$ cat src/rtl/argon_operand_sequencer.sv
// Register-file control sequencer: reads two operands over the shared bus, hands
// them to execute, and writes the returned result back to the destination register.
module argon_operand_sequencer #(
  parameter int unsigned RES_TIMEOUT = 255
) (
  input  logic        i_Clk,
  input  logic        i_Reset,
  input  logic        i_cmdValid,
  output logic        o_cmdReady,
  input  logic [3:0]  i_cmdA,
  input  logic [3:0]  i_cmdB,
  input  logic [3:0]  i_cmdC,
  input  logic        i_cmdWrite,
  output logic        o_selectLatch,
  output logic        o_outputA,
  output logic        o_outputB,
  output logic        o_latchC,
  output logic [15:0] o_busData,
  input  logic [15:0] i_busData,
  output logic        o_opValid,
  input  logic        i_opReady,
  output logic [15:0] o_opA,
  output logic [15:0] o_opB,
  input  logic        i_resValid,
  input  logic [15:0] i_resData,
  output logic        o_busy,
  output logic        o_done,
  output logic        o_timeout
);

  localparam int unsigned CW = ($clog2(RES_TIMEOUT + 1) > 8) ? $clog2(RES_TIMEOUT + 1) : 8;
  // Expiry is tested on the last permitted WAIT cycle so a result landing there still wins.
  localparam logic [CW-1:0] CNT_LAST = (RES_TIMEOUT == 0) ? '0 : CW'(RES_TIMEOUT - 1);

  typedef enum logic [3:0] {
    S_IDLE, S_SEL, S_RDA, S_RDB, S_CAPB, S_ISSUE, S_WAIT, S_WB, S_DONE
  } state_e;

  state_e         state_q, state_d;
  logic [3:0]     a_q, a_d, b_q, b_d, c_q, c_d;
  logic           wr_q, wr_d;
  logic [15:0]    opa_q, opa_d, opb_q, opb_d, res_q, res_d;
  logic [CW-1:0]  cnt_q, cnt_d;
  logic           tmo_q, tmo_d;
  logic           wait_expired;

  assign wait_expired = (RES_TIMEOUT != 0) && (cnt_q == CNT_LAST);

  always_ff @(posedge i_Clk or posedge i_Reset) begin
    if (i_Reset) begin
      state_q <= S_IDLE;
      a_q     <= '0;
      b_q     <= '0;
      c_q     <= '0;
      wr_q    <= 1'b0;
      opa_q   <= '0;
      opb_q   <= '0;
      res_q   <= '0;
      cnt_q   <= '0;
      tmo_q   <= 1'b0;
    end else begin
      state_q <= state_d;
      a_q     <= a_d;
      b_q     <= b_d;
      c_q     <= c_d;
      wr_q    <= wr_d;
      opa_q   <= opa_d;
      opb_q   <= opb_d;
      res_q   <= res_d;
      cnt_q   <= cnt_d;
      tmo_q   <= tmo_d;
    end
  end

  always_comb begin
    state_d = state_q;
    a_d     = a_q;
    b_d     = b_q;
    c_d     = c_q;
    wr_d    = wr_q;
    opa_d   = opa_q;
    opb_d   = opb_q;
    res_d   = res_q;
    cnt_d   = cnt_q;
    tmo_d   = tmo_q;
    case (state_q)
      S_IDLE: begin
        if (i_cmdValid) begin
          a_d     = i_cmdA;
          b_d     = i_cmdB;
          c_d     = i_cmdC;
          wr_d    = i_cmdWrite;
          state_d = S_SEL;
        end
      end
      S_SEL:  state_d = S_RDA;
      S_RDA:  state_d = S_RDB;
      // The register file registers its bus output, so A appears one cycle after its strobe.
      S_RDB: begin
        opa_d   = i_busData;
        state_d = S_CAPB;
      end
      S_CAPB: begin
        opb_d   = i_busData;
        state_d = S_ISSUE;
      end
      S_ISSUE: begin
        if (i_opReady) begin
          cnt_d   = '0;
          state_d = S_WAIT;
        end
      end
      S_WAIT: begin
        cnt_d = (cnt_q == '1) ? cnt_q : cnt_q + 1'b1;
        if (i_resValid) begin
          res_d   = i_resData;
          state_d = wr_q ? S_WB : S_DONE;
        end else if (wait_expired) begin
          tmo_d   = 1'b1;
          state_d = S_DONE;
        end
      end
      S_WB:   state_d = S_DONE;
      S_DONE: begin
        tmo_d   = 1'b0;
        state_d = S_IDLE;
      end
      default: state_d = S_IDLE;
    endcase
  end

  assign o_cmdReady    = (state_q == S_IDLE);
  assign o_busy        = (state_q != S_IDLE);
  assign o_selectLatch = (state_q == S_SEL);
  assign o_outputA     = (state_q == S_RDA);
  assign o_outputB     = (state_q == S_RDB);
  assign o_latchC      = (state_q == S_WB);
  assign o_opValid     = (state_q == S_ISSUE);
  assign o_done        = (state_q == S_DONE);
  assign o_timeout     = (state_q == S_DONE) && tmo_q;
  assign o_opA         = opa_q;
  assign o_opB         = opb_q;
  assign o_busData     = (state_q == S_SEL) ? {4'h0, c_q, b_q, a_q} :
                         (state_q == S_WB)  ? res_q : 16'h0000;

endmodule

$ cat config.mk
export PLATFORM = sky130hd
export DESIGN_NAME = argon_operand_sequencer
export DESIGN_NICKNAME = d
export VERILOG_FILES = /design/src/rtl/argon_operand_sequencer.sv
export SDC_FILE = /design/constraint.sdc
export NUM_CORES = 1
export LEC_CHECK = 0
export BUFFER_PORTS_ARGS = -buffer_cell sky130_fd_sc_hd__buf_2
export CAP_MARGIN = 10
export CORE_MARGIN = 2
export CORE_UTILIZATION = 54
export DETAILED_ROUTE_END_ITERATION = 8
export PLACE_DENSITY_LB_ADDON = 0.05
export SYNTH_ARGS = -nofsm -noshare
export SYNTH_HDL_FRONTEND = slang
export SYNTH_SLANG_ARGS = --single-unit
$ cat constraint.sdc
create_clock -name i_Clk -period 3.72 [get_ports i_Clk]
set_input_delay 0.186 -clock i_Clk [delete_from_list [all_inputs] [get_ports i_Clk]]
set_output_delay 0.186 -clock i_Clk [all_outputs]
set_load 0.005 [all_outputs]
# Word-level counts from Yosys, hierarchy flattened
# Index checks and enable logic that the tools add are counted.
[word_totals]
register_bits = 74
inputBits = 50
out_inout_bits = 57
elab_cells = 51
[op_classes]
addsub = 1
n_eq_ne = 16
muxes = 14
reduce_logical = 10
[ops]
columns = ["operator", "n"]
rows = [
  ["$mux W16", 2],
  ["$pmux W4 S8", 1],
  ["$mux W4", 5],
  ["$eq A4 B3 Y1 const B", 4],
  ["$eq A8 B8 Y1 const B", 2],
  ["$mux W8", 2],
  ["$pmux W8 S2", 1],
  ["$reduce_and A3 Y1", 3],
  ["$add A8 B1 Y8 const B", 1],
  ["$eq A4 B2 Y1 const B", 2],
  ["$ne A2 B2 Y1 const B", 4],
  ["$eq A4 B1 Y1 const B", 1],
  ["$eq A4 B4 Y1 const B", 1],
  ["$logic_not A4 Y1", 1],
  ["$reduce_and A2 Y1", 2],
  ["$reduce_bool A2 Y1", 2],
  ["$reduce_bool A4 Y1", 1],
  ["$ne A3 B3 Y1 const B", 1],
  ["$mux W1", 2],
  ["$ne A2 B1 Y1 const B", 1],
  ["$pmux W1 S2", 1],
  ["$logic_and A1 B1 Y1", 1],
]

# Depth between registers and ports, before layout
[logic_depth]
depth_word = 4
mapped_depth = 6
ltp_nobuf = 5

# Least setup slack after synthesis
# OpenSTA, ideal clock, no wires.
[synth_path]
path_kind = "reg-to-reg"
from = "register state_q[0]"
to = "register opb_q[0] (netlist: o_opB[0])"
setup_ps = 125
t_arrival_ps = 1566
t_required_ps = 3595
slack_ps = 2029
stages_incl_launch_ff = 6
path_buffers = 2
synth_period_minus_slack_ps = 1691
path_cell_list = "dfrtp_1 > or2_1 > buf_6 > nor2_2 > buf_4 > mux2_2"
[synth_via]
elab_chain_cells = 1
[synth_rtl]
columns = ["element", "line", "source"]
rows = [
  ["from (decl)", "39", "state_e state_q, state_d;"],
  ["from (signal assigned)", "62", "state_q <= state_d;"],
  ["$eq A4 B3 Y1", "86", "case (state_q)"],
  ["to (signal assigned)", "68", "opb_q <= opb_d;"],
  ["to (decl)", "42", "logic [15:0] opa_q, opa_d, opb_q, opb_d, res_q, res_d;"],
]
# Every way passes these cells.
# A chain may end at the register's enable or synchronous reset.

# Worst setup path in the final report
[layout_path]
from = "register state_q[2]"
to = "output port o_busData[6]"
[layout_via]
elab_chain_cells = 3
[layout_rtl]
columns = ["element", "line", "source"]
rows = [
  ["$eq A4 B3 Y1", "144", "(state_q == S_WB) ? res_q : 16'h0000;"],
  ["$mux W16", "144", ""],
  ["$mux W16 *", "143", "assign o_busData = (state_q == S_SEL) ? {4'h0, c_q, b_q, a_q} :"],
  ["to (decl)", "18", "output logic [15:0] o_busData,"],
]
# Mark *: on every way between the ends. The rest lies on a longest branch, timed or not.

==> results.ini <==
[clock_tree]
tritoncts = yes
h-tree-depth = 3
post_cts_buffers = 0
insertion_delay_ns = 0.35
cts_buffer_depth = 2
numCtsBuffers = 9
cts_hold_buf = 0
cts-root-buf = clkbuf_8
post_cts_resized = 0
cts.sinks = 74
clkTransAtPathRegs_ns = 0.08

[synth]
synthesis.area_sq_um = 3230
synth_simple_gate_area_share_pct = 8.36
yosysWarnings = 0
synthAdderAreaFrac_pct = 0.774
synth_compound_area_share_pct = 9.18
synth_xor_area_share_pct = 0
synth_mux_area_share_pct = 21.6
synth_seq_area_share_pct = 57.3
ys_ff_latch = 74
netlist-cell-type-count = 39
syn_inst = 243
synth_top_family_by_area = multiplexers
syn_area_per_cell_sq_um = 13.3
syn_nets = 295

[critical_path]
critPathLaunch = state_q[2]
cp-end-kind = output port
crit_chain = nand2_1, nor2_1, a22o_1, buf_2
cp_max_fo = 17
crit_required_ns = 3.53
critical_path_arrival_ns = 2.46
r2r_start = state_q[0]
cpMaxStageDelayCell = nor2_1
critical_path_class = reg2out
critPathMaxStageDelay_ns = 0.88
start_kind = register

[detailed_routing]
routed_wl_microns = 6660
viasPerCell = 5.30
firstDrtPassIters = 4
wl_per_cell_microns = 15.4
ant_nets = 0
remaining_drc_errors = 0
dr_total_vias = 2290
first_iter_violations = 90

[timing]
worst_slew_pin_slew_ns = 1.10
max_slew_margin_pct = 26.3
tns_ns = 0
rsz0062_at_grt = no
hold_violations = 0
fmax_mhz = 377
period_share_pct = 71.2
setup_violations = 0
holdWs_ns = 0.0653
finClkSkew_ns = 0.00892
timing.final.crit_period_ns = 2.65
final_max_slew_viol_count = 0

[pwr]
ir_drop_uv = 476
total_power_mw = 3.25
p_leak_nw = 1.96
power_density_nw_per_um2 = 810

[place]
dp_hpwl_microns = 4730
port_buffers = 106
gp_congestion = 0.800

[global_route]
grt_max_degree = 54
grt_pass1_wl_microns = 10400
antenna_found_initial = 0
grt_usage_pct = 21.2
first_global_vias = 2209
grt_remaining_overflow = 0

[min_path]
worstHoldStart = i_resData[13]
min_path_type = in2reg

[die]
io_pins = 107
row_count = 28
die_w_microns = 81.4
die_height_microns = 81.4
dieArea_sq_um = 6620
start_util_pct = 55.2
coreArea_sq_um = 5850

[layout]
nets = 404
final_util_pct = 68.6
drive_above_1_share_pct = 54.1
n_antenna_cell = 0
syn_to_final_growth_pct = 24.2

[status]
outcome = complete, no violations

[flow_run]
drv_cap = 0

-- where the power goes --
part           switching, mW  total (mW)  internal (mW)
sequential             0.255        1.46           1.20
clock                  0.298       0.627          0.329
combinational          0.503        1.17          0.663
total                   1.06        3.25           2.19
-- cells by family (layout without fill, tap and decap cells) --
group,count (synthesis),after routing
compound gates,43,43
fa+ha+maj,2,2
buf+inv,18,132
flops,74,74
mux,62,62
simple gates,44,44
-- sequential cells by signal, summed over array words and instances (netlist names) --
name	cells
res_q	16
c_q	4
tmo_q	1
cnt_q	8
o_opB	16
a_q	4
wr_q	1
state_q	4
o_opA	16
b_q	4
-- cell type report --
class,count,area [sq um]
Clock inverter,6,65.1
Timing Repair Buffer,108,546
Inverter,8,30.0
Clock buffer,10,138
Multi-Input combinational cell,151,1290
Tap cell,75,93.8
Sequential cell,74,1850
Fill cell,466,1840
-- worst max-delay path: cells and delay by family, from the launching register on --
kind | cells | cell delay (ns)
flops | 1 | 0.60
simple gates | 2 | 1.12
compound gates | 1 | 0.29
buf+inv | 1 | 0.11
-- routing by layer --
layer  share of wire [%]  global-route usage [%]  vias to the layer above
li1                    -                       -                     1095
met1                  44                    27.0                     1131
met2                  48                    34.2                       59
met3                 6.4                    7.00                        5
met4                 1.1                    7.12                        0
met5                   0                       0                        -
-- final timing paths --
kind / end / slack [ns] / cells past startpoint
min in group asynchronous: o_opB[8] / 0.10 / 2
hold reg to reg: res_q[15] / 0.50 / 1
hold / removal: res_q[13] / 0.07 / 2
setup / recovery: o_busData[6] / 1.07 / 4
max in group asynchronous: cnt_q[1] / 2.74 / 3
setup reg to reg: o_opB[9] / 1.59 / 3
-- Yosys cell counts (all sizes together) --
master,count,area share [%]
nand2b,5,0.97
o22ai,1,0.19
ha,2,0.77
inv,8,0.93
nor3,2,0.66
o2bb2ai,1,0.27
dfrtp,74,57
o31ai,3,0.70
o21a,1,0.23
or2,2,0.39
a31oi,4,0.77
a21o,2,0.46
and3,2,0.39
nand3,3,0.46
a21oi,13,2.0
a22o,12,3.3
a41oi,1,0.27
nor3b,1,0.23
clkbuf,3,0.39
nor2,9,1.7
or3,1,0.19
mux2,61,21
nand4,2,0.39
o21ai,3,0.46
nor4b,1,0.27
nand3b,2,0.46
mux2i,1,0.31
buf,7,1.5
and4,1,0.27
nand2,8,1.0
a31o,2,0.54
and2,5,0.97
-- cell usage in the layout, fill, tap and decap left out, drive strengths merged, types with 2 or more instances in the layout --
cell type / n
inv: 9
a22o: 12
clkbuf: 10
and2: 5
mux2: 61
o31ai: 3
ha: 2
nand3b: 2
clkinv: 3
a21oi: 13
or2: 2
nand3: 3
a21o: 2
nor2: 9
a31o: 2
nor3: 2
and3: 2
buf: 108
nand2b: 5
o21ai: 3
dfrtp: 74
nand4: 2
nand2: 8
a31oi: 4
-- metrics by stage --
| step | std cells | instance area (sq um) | setup WS [ns] |
|---|---|---|---|
| floorplan | 243 | 3230 | 1.65 |
| global placement | 416 | 3810 | 1.53 |
| detailed placement | 416 | 3810 | 1.39 |
| CTS | 432 | 4010 | 1.00 |
| global route | 432 | 4010 | 0.852 |
| finish | 432 | 4010 | 1.07 |
Power figures use the tool's default switching activity.
